[src/rtl/block_uart_serializer_if.sv]
// Block-in / byte-out handshake bundle between the cipher datapath, the serializer and uart_tx.
interface block_uart_serializer_if;
  logic [63:0] IN_DATA;
  logic        IN_VALID;
  logic        IN_READY;
  logic [7:0]  TX_DATA;
  logic        TX_START;
  logic        TX_BUSY;

  // Producer side: cipher datapath and the uart_tx BUSY return
  modport master (
    output IN_DATA, IN_VALID, TX_BUSY,
    input  IN_READY, TX_DATA, TX_START
  );

  // Serializer side
  modport slave (
    input  IN_DATA, IN_VALID, TX_BUSY,
    output IN_READY, TX_DATA, TX_START
  );
endinterface

[src/rtl/block_uart_serializer.sv]
// Buffers 64-bit cipher blocks and feeds them MSB byte first into uart_tx via START/BUSY.
module block_uart_serializer #(
  parameter int unsigned DEPTH        = 2,
  parameter int unsigned BUSY_TIMEOUT = 16,
  parameter int unsigned GAP_CYCLES   = 0
) (
  input  logic                      CLK,
  input  logic                      RST,
  block_uart_serializer_if.slave    bus,
  output logic [$clog2(DEPTH):0]    FIFO_LEVEL,
  output logic                      BLOCK_DONE,
  output logic                      TX_TIMEOUT,
  output logic                      IDLE
);
  localparam int unsigned PTR_W = $clog2(DEPTH);
  localparam int unsigned LVL_W = PTR_W + 1;
  localparam int unsigned TMR_W = $clog2(BUSY_TIMEOUT + 1);
  localparam int unsigned GAP_W = (GAP_CYCLES > 1) ? $clog2(GAP_CYCLES + 1) : 1;
  localparam logic [LVL_W-1:0] LVL_FULL = LVL_W'(DEPTH);
  localparam logic [TMR_W-1:0] TMR_LAST = TMR_W'(BUSY_TIMEOUT - 1);
  localparam logic [GAP_W-1:0] GAP_LAST = GAP_W'(GAP_CYCLES - 1);

  typedef enum logic [2:0] {
    S_IDLE, S_SEND, S_WBUSY, S_WDONE, S_GAP, S_NEXT
  } state_t;

  logic [63:0]      mem [DEPTH];
  logic [PTR_W-1:0] wr_ptr, rd_ptr;
  logic [LVL_W-1:0] level;
  logic             full_c, empty_c, push_c, pop_c;

  state_t           state_q, state_d;
  logic [63:0]      shreg_q, shreg_d;
  logic [2:0]       byte_idx_q, byte_idx_d;
  logic [TMR_W-1:0] timer_q, timer_d;
  logic [GAP_W-1:0] gap_q, gap_d;
  logic [7:0]       tx_data_q, tx_data_d;
  logic             tx_start_q, tx_start_d;
  logic             block_done_q, block_done_d;
  logic             tx_timeout_q, tx_timeout_d;

  // A full FIFO refuses input even if it is being popped this cycle
  assign full_c       = (level == LVL_FULL);
  assign empty_c      = (level == '0);
  assign bus.IN_READY = !RST && !full_c;
  assign push_c       = bus.IN_VALID && bus.IN_READY;

  assign bus.TX_DATA  = tx_data_q;
  assign bus.TX_START = tx_start_q;
  assign FIFO_LEVEL   = level;
  assign BLOCK_DONE   = block_done_q;
  assign TX_TIMEOUT   = tx_timeout_q;
  assign IDLE         = empty_c && (state_q == S_IDLE);

  // FIFO pointers and occupancy
  always_ff @(posedge CLK) begin
    if (RST) begin
      wr_ptr <= '0;
      rd_ptr <= '0;
      level  <= '0;
    end else begin
      if (push_c) wr_ptr <= wr_ptr + PTR_W'(1);
      if (pop_c)  rd_ptr <= rd_ptr + PTR_W'(1);
      case ({push_c, pop_c})
        2'b10:   level <= level + LVL_W'(1);
        2'b01:   level <= level - LVL_W'(1);
        default: level <= level;
      endcase
    end
  end

  // FIFO storage; contents need no reset since occupancy gates every read
  always_ff @(posedge CLK) begin
    if (push_c) mem[wr_ptr] <= bus.IN_DATA;
  end

  // Serializer state and registered outputs
  always_ff @(posedge CLK) begin
    if (RST) begin
      state_q      <= S_IDLE;
      shreg_q      <= '0;
      byte_idx_q   <= '0;
      timer_q      <= '0;
      gap_q        <= '0;
      tx_data_q    <= 8'h00;
      tx_start_q   <= 1'b0;
      block_done_q <= 1'b0;
      tx_timeout_q <= 1'b0;
    end else begin
      state_q      <= state_d;
      shreg_q      <= shreg_d;
      byte_idx_q   <= byte_idx_d;
      timer_q      <= timer_d;
      gap_q        <= gap_d;
      tx_data_q    <= tx_data_d;
      tx_start_q   <= tx_start_d;
      block_done_q <= block_done_d;
      tx_timeout_q <= tx_timeout_d;
    end
  end

  // Byte sequencing: pop, start, wait for BUSY rise/fall, optional gap, advance
  always_comb begin
    state_d      = state_q;
    shreg_d      = shreg_q;
    byte_idx_d   = byte_idx_q;
    timer_d      = timer_q;
    gap_d        = gap_q;
    tx_data_d    = tx_data_q;
    tx_start_d   = 1'b0;
    block_done_d = 1'b0;
    tx_timeout_d = 1'b0;
    pop_c        = 1'b0;
    unique case (state_q)
      S_IDLE: begin
        if (!empty_c) begin
          pop_c      = 1'b1;
          shreg_d    = mem[rd_ptr];
          byte_idx_d = '0;
          state_d    = S_SEND;
        end
      end
      S_SEND: begin
        if (!bus.TX_BUSY) begin
          tx_data_d  = shreg_q[63:56];
          tx_start_d = 1'b1;
          timer_d    = '0;
          state_d    = S_WBUSY;
        end
      end
      S_WBUSY: begin
        if (bus.TX_BUSY) begin
          state_d = S_WDONE;
        end else if (timer_q == TMR_LAST) begin
          tx_timeout_d = 1'b1;
          state_d      = S_NEXT;
        end else begin
          timer_d = timer_q + TMR_W'(1);
        end
      end
      S_WDONE: begin
        if (!bus.TX_BUSY) begin
          gap_d   = '0;
          state_d = (GAP_CYCLES == 0) ? S_NEXT : S_GAP;
        end
      end
      S_GAP: begin
        if (gap_q == GAP_LAST) state_d = S_NEXT;
        else                   gap_d   = gap_q + GAP_W'(1);
      end
      S_NEXT: begin
        shreg_d    = {shreg_q[55:0], 8'h00};
        byte_idx_d = byte_idx_q + 3'd1;
        if (byte_idx_q == 3'd7) begin
          block_done_d = 1'b1;
          state_d      = S_IDLE;
        end else begin
          state_d = S_SEND;
        end
      end
      default: state_d = S_IDLE;
    endcase
  end
endmodule
[src/flat_wrapper.sv]
// flat-port wrapper written by rule: the top's interface ports become plain ports
module block_uart_serializer_flat 
#(
  parameter int unsigned DEPTH        = 2,
  parameter int unsigned BUSY_TIMEOUT = 16,
  parameter int unsigned GAP_CYCLES   = 0
)
  (CLK, RST, FIFO_LEVEL, BLOCK_DONE, TX_TIMEOUT, IDLE, bus_IN_DATA, bus_IN_VALID, bus_TX_BUSY, bus_IN_READY, bus_TX_DATA, bus_TX_START);
  block_uart_serializer_if bus_i ();
  input  logic CLK;
  input  logic RST;
  output logic [$clog2(DEPTH):0] FIFO_LEVEL;
  output logic BLOCK_DONE;
  output logic TX_TIMEOUT;
  output logic IDLE;
  input wire logic [$bits(bus_i.IN_DATA)-1:0] bus_IN_DATA;
  input wire logic [$bits(bus_i.IN_VALID)-1:0] bus_IN_VALID;
  input wire logic [$bits(bus_i.TX_BUSY)-1:0] bus_TX_BUSY;
  output wire logic [$bits(bus_i.IN_READY)-1:0] bus_IN_READY;
  output wire logic [$bits(bus_i.TX_DATA)-1:0] bus_TX_DATA;
  output wire logic [$bits(bus_i.TX_START)-1:0] bus_TX_START;
  assign bus_i.IN_DATA = bus_IN_DATA;
  assign bus_i.IN_VALID = bus_IN_VALID;
  assign bus_i.TX_BUSY = bus_TX_BUSY;
  assign bus_IN_READY = bus_i.IN_READY;
  assign bus_TX_DATA = bus_i.TX_DATA;
  assign bus_TX_START = bus_i.TX_START;
  block_uart_serializer #(.DEPTH(DEPTH), .BUSY_TIMEOUT(BUSY_TIMEOUT), .GAP_CYCLES(GAP_CYCLES)) u_core (.CLK(CLK), .RST(RST), .bus(bus_i), .FIFO_LEVEL(FIFO_LEVEL), .BLOCK_DONE(BLOCK_DONE), .TX_TIMEOUT(TX_TIMEOUT), .IDLE(IDLE));
endmodule
[config.mk]
export PLATFORM = sky130hd
export DESIGN_NAME = block_uart_serializer_flat
export DESIGN_NICKNAME = d
export VERILOG_FILES = /design/src/rtl/block_uart_serializer_if.sv /design/src/rtl/block_uart_serializer.sv /design/src/flat_wrapper.sv
export SDC_FILE = /design/constraint.sdc
export NUM_CORES = 1
export LEC_CHECK = 0
export CORE_MARGIN = 8
export CORE_UTILIZATION = 30
export CTS_CLUSTER_DIAMETER = 200
export DETAILED_ROUTE_END_ITERATION = 8
export HOLD_SLACK_MARGIN = 0.15
export PLACE_DENSITY_LB_ADDON = 0.25
export SLEW_MARGIN = 15
export SYNTH_ARGS = -nofsm -noshare
export SYNTH_HDL_FRONTEND = slang
export SYNTH_SLANG_ARGS = --single-unit
[constraint.sdc]
create_clock -name CLK -period 6.3 [get_ports CLK]
set_clock_uncertainty 0.15 [all_clocks]
set_input_delay 1.575 -clock CLK [delete_from_list [all_inputs] [get_ports CLK]]
set_output_delay 1.575 -clock CLK [all_outputs]
set_load 0.01 [all_outputs]
==> qor_table.md <==
| Parameter | This run | Unit |
|:---|:---|:---|
| Number of clock sinks | 220 | - |
| Vias in the first global route | 5462 | - |
| Count of flip-flops with a built-in enable after synthesis | 128 | - |
| Clock buffers created by TritonCTS | 25 | - |
| Post-cts resize count | 0 | - |
| Final worst path period share | 67.50 | % |
| Largest buffer count on any clock path | 3 | - |
| Row cnt | 62 | - |
| Biggest cell delay along the critical path | 0.53 | ns |
| Post-synthesis area per instance | 12.82 | sq um |
| Mapped Cells | 685 | - |
| IO buf count | 82 | - |
| Total design power | 0.004454 | W |
| GRT Total Usage | 10.89 | % |
| End of the critical path | bus_IN_READY | - |
| Pre-antenna DRT Iters | 4 | - |
| Max-cap viol count | 0 | - |
| Clock share of power | 32.0 | % |
| Count of unique library cells instantiated by Yosys | 41 | - |
| Hold depth | 2 | - |
| Tightest slew margin relative to the limit | 26.66 | % |
| Critical R2R Capture | u_core.FIFO_LEVEL[1]$_SDFFE_PP0P_ | - |
| Vias after detailed routing | 5497 | - |
| Ys flop type | sky130_fd_sc_hd__edfxtp_1 | - |
| Peak fanout along the critical path | 7 | - |
| WL/cell | 16.93 | microns |
| Count of buffering cells on the critical path with inverters included | 3 | - |
| Highest-count cells in the layout ignoring fill and taps | sky130_fd_sc_hd__edfxtp_1 (128), sky130_fd_sc_hd__dfxtp_1 (90), sky130_fd_sc_hd__nor2_1 (83) | - |
| Number of setup buffers added after CTS | 0 | - |
| Worst-skew pair later-pin latency | 0.51 | ns |
| Status | completed | - |
| Worst path top cell family by delay | buffers and inverters | - |
| DRC violations left | 0 | - |
| Number of warnings printed during yosys synthesis | 0 | - |
| Die Span X | 187.1 | microns |
| Cell area after synthesis | 0.008780 | sq mm |
| Die area | 0.03500 | sq mm |
| DR iter-0 viols | 367 | - |
| Hold buffers post-CTS | 0 | - |
| Startpoint Class | input pin | - |
| Root buffer selected by CTS | sky130_fd_sc_hd__clkbuf_16 | - |
| Critical path's slowest cell | sky130_fd_sc_hd__clkdlybuf4s50_1 | - |
| Cell accounting for the most synthesized area | sky130_fd_sc_hd__edfxtp_1 | - |
| Ant diodes | 0 | - |
| Detailed placement HPWL | 11790 | microns |
| Class of the most critical hold timing path | register to register | - |
| Leading cell type in the layout, fill and taps excluded | sky130_fd_sc_hd__edfxtp_1 | - |
| Area Growth Syn to Fin | 21.90 | % |
| Worst path arrival time | 2.53 | ns |
| Max-slew violations | 0 | - |
| Async set or reset register ratio after synthesis | 0 | % |
| Critical Path, Cell by Cell | buf_2 > inv_1 > o21a_1 > clkdlybuf4s50_1 | - |
| Final RePlAce weighted congestion | 0.7294 | - |
| Setup violators final | 0 | - |
| Max H-tree Level | 1 | - |
| Global route overflow | 0 | - |
| Part of the total power dissipated in combinational logic | 24.4 | % |
| Effective utilization at floorplan | 30.51 | % |
| Reported leakage power | 3.607 | nW |
| DR vias/cell | 4.788 | - |
| Io pins | 83 | - |
| Post-synthesis register bit count | 220 | - |
| Worst reg-to-reg setup slack | 3.52 | ns |
| Worst ir drop on vdd | 0.2073 | mV |
| Worst Tran Pin Value | 1.100 | ns |
| Worst reg2reg path depth | 6 | - |
| Critical path data required time | 4.58 | ns |
| Power spent charging and discharging nets | 0.001342 | W |
| Fmax | 235.2 | MHz |
| Setup CP Type | input pin to primary output | - |
| Internal Pwr Total | 0.003112 | W |
| Antenna violations before repair | 3 | - |
| CTS tree | built | - |
| Final setup TNS | 0 | ns |
| Routed wire length | 19430 | microns |
| Pin count of the biggest net entering global routing | 116 | - |
| Fraction of synthesized cell area taken by the top area cell type | 43.78 | % |
| Fraction of power spent switching nets | 30.13 | % |
| Antenna Nets Post-Route | 0 | - |
| Height of the die | 187.1 | microns |
| First-pass GRT wire length | 31050 | microns |
| Stages on the worst setup path | 4 | - |
| Fraction of the yosys area taken by sequential cells | 64.76 | % |
| Min Clock Period, post-route | 4.253 | ns |
| Most area-consuming cells after synthesis | sky130_fd_sc_hd__edfxtp_1 (44%), sky130_fd_sc_hd__dfxtp_1 (21%), sky130_fd_sc_hd__mux2i_1 (7.4%), sky130_fd_sc_hd__a2111o_1 (7.2%), sky130_fd_sc_hd__nor2_1 (3.6%) | - |
| Beginning of the worst register-to-register path | u_core.state_q[1]$_SDFFE_PP0P_ | - |
| Pwr per Cell Area | 416.1 | mW/mm^2 |
| Placeable core region | 0.02878 | sq mm |
| Net count of the finished layout | 818 | - |
| Setup repair after global routing missed its margin | no | - |
| Layout cell share with drive strength beyond 1 | 8.115 | % |
| Worst setup path startpoint | RST | - |
| Crit. End Element | primary output | - |
| Number of failing hold endpoints at the final stage | 0 | - |
| Sequential share of power | 43.6 | % |
| Clock transition time at the flip-flop clock pins of the worst setup and hold paths | 0.06 | ns |
| Synthesized net count | 758 | - |
-- registers in the layout, indices dropped and copies added, names as in the netlist, named ones only --
signal	count
u_core.mem	128
u_core.shreg_q	64
u_core.bus.TX_DATA	8
u_core.timer_q	5
u_core.byte_idx_q	3
u_core.state_q	3
u_core.FIFO_LEVEL	2
u_core.BLOCK_DONE	1
u_core.TX_TIMEOUT	1
u_core.bus.TX_START	1
u_core.gap_q	1
u_core.rd_ptr	1
u_core.wr_ptr	1
-- how the worst min path moves through the flow --
stage	slack, ns	end	start
after floorplan	0.28	u_core.timer_q[4]$_SDFFE_PP0P_	u_core.timer_q[4]$_SDFFE_PP0P_
after global placement	0.29	u_core.timer_q[4]$_SDFFE_PP0P_	u_core.timer_q[4]$_SDFFE_PP0P_
after detailed placement	0.30	u_core.timer_q[4]$_SDFFE_PP0P_	u_core.timer_q[4]$_SDFFE_PP0P_
after CTS	0.31	u_core.timer_q[4]$_SDFFE_PP0P_	u_core.timer_q[4]$_SDFFE_PP0P_
after global routing	0.34	u_core.bus.TX_DATA[5]$_SDFFE_PP0P_	u_core.shreg_q[61]$_SDFFE_PP0P_
final	0.31	u_core.timer_q[4]$_SDFFE_PP0P_	u_core.timer_q[4]$_SDFFE_PP0P_
-- cells by family (layout without fill, tap and decap cells) --
group	Yosys count	count (layout)	synth area share (%)
flops	220	220	64.76
xor+xnor	6	6	0.5987
buf+inv	63	142	3.691
compound gates	210	210	16.92
simple gates	116	116	5.914
fa+ha+maj	5	5	0.7126
mux	65	65	7.411
-- area by class of cell --
type,count,area (sq um)
clock buffer,36,752.0
clock inverter,10,85.08
fill,2796,18080
inverter,4,15.01
multi-input combinational,402,2786
sequential,220,5693
tap,384,480.5
timing repair buffer,92,890.9
-- metal layers --
layer	routed length (microns)	vias up	GRT usage, %
met2	8755	111	16.17
met1	9149	2614	15.26
met3	1138	31	3.039
met5	34	-	0
met4	356	6	3.024
li1	-	2735	-
-- stage by stage --
step           area, sq um  utilization (%)  std cells  setup slack, ns  hold WS [ns]
2_1_floorplan         8780                -        685           0.8362        0.2819
3_3_place_gp          9866            34.28       1102            2.070        0.2893
3_5_place_dp          9866            34.28       1102            2.055        0.3037
4_1_cts              10700            37.19       1148            2.051        0.3115
5_1_grt              10700            37.19       1148            1.994        0.3352
6_report             10700            37.19       1148            2.047        0.3124
-- power by group through the flow --
stage	Sequential [W]	Combinational [W]	Clock [W]
5_1_grt	0.00197	0.00121	0.00154
6_report	0.00194	0.00109	0.00143
4_1_cts	0.00194	0.00111	0.00147
2_1_floorplan	0.00189	0.000906	0
3_5_place_dp	0.00197	0.00110	0
3_3_place_gp	0.00197	0.00110	0
-- synth_stat cells, drive strengths merged (2+ instances only) --
cell / instances
o31ai: 3
and3: 3
edfxtp: 128
a211oi: 10
o211ai: 2
nor2: 85
clkbuf: 33
nor3b: 2
nor3: 5
nand3: 2
mux2i: 65
a2111o: 56
nor2b: 2
a21oi: 62
or3: 2
dfxtp: 92
ha: 5
inv: 4
xor2: 3
nand3b: 3
xnor2: 3
nand2: 6
o21a: 4
o21ai: 63
buf: 26
a22o: 8
-- worst reg2reg max path, cell delays in order (launching register included) --
cell and delay (ns):
sky130_fd_sc_hd__dfxtp_4 0.47, sky130_fd_sc_hd__buf_4 0.82, sky130_fd_sc_hd__nor3_2 0.13, sky130_fd_sc_hd__buf_4 0.25, sky130_fd_sc_hd__ha_1 0.36, sky130_fd_sc_hd__or3_1 0.38, sky130_fd_sc_hd__a21oi_1 0.15
(Power assumes the default switching activity.)
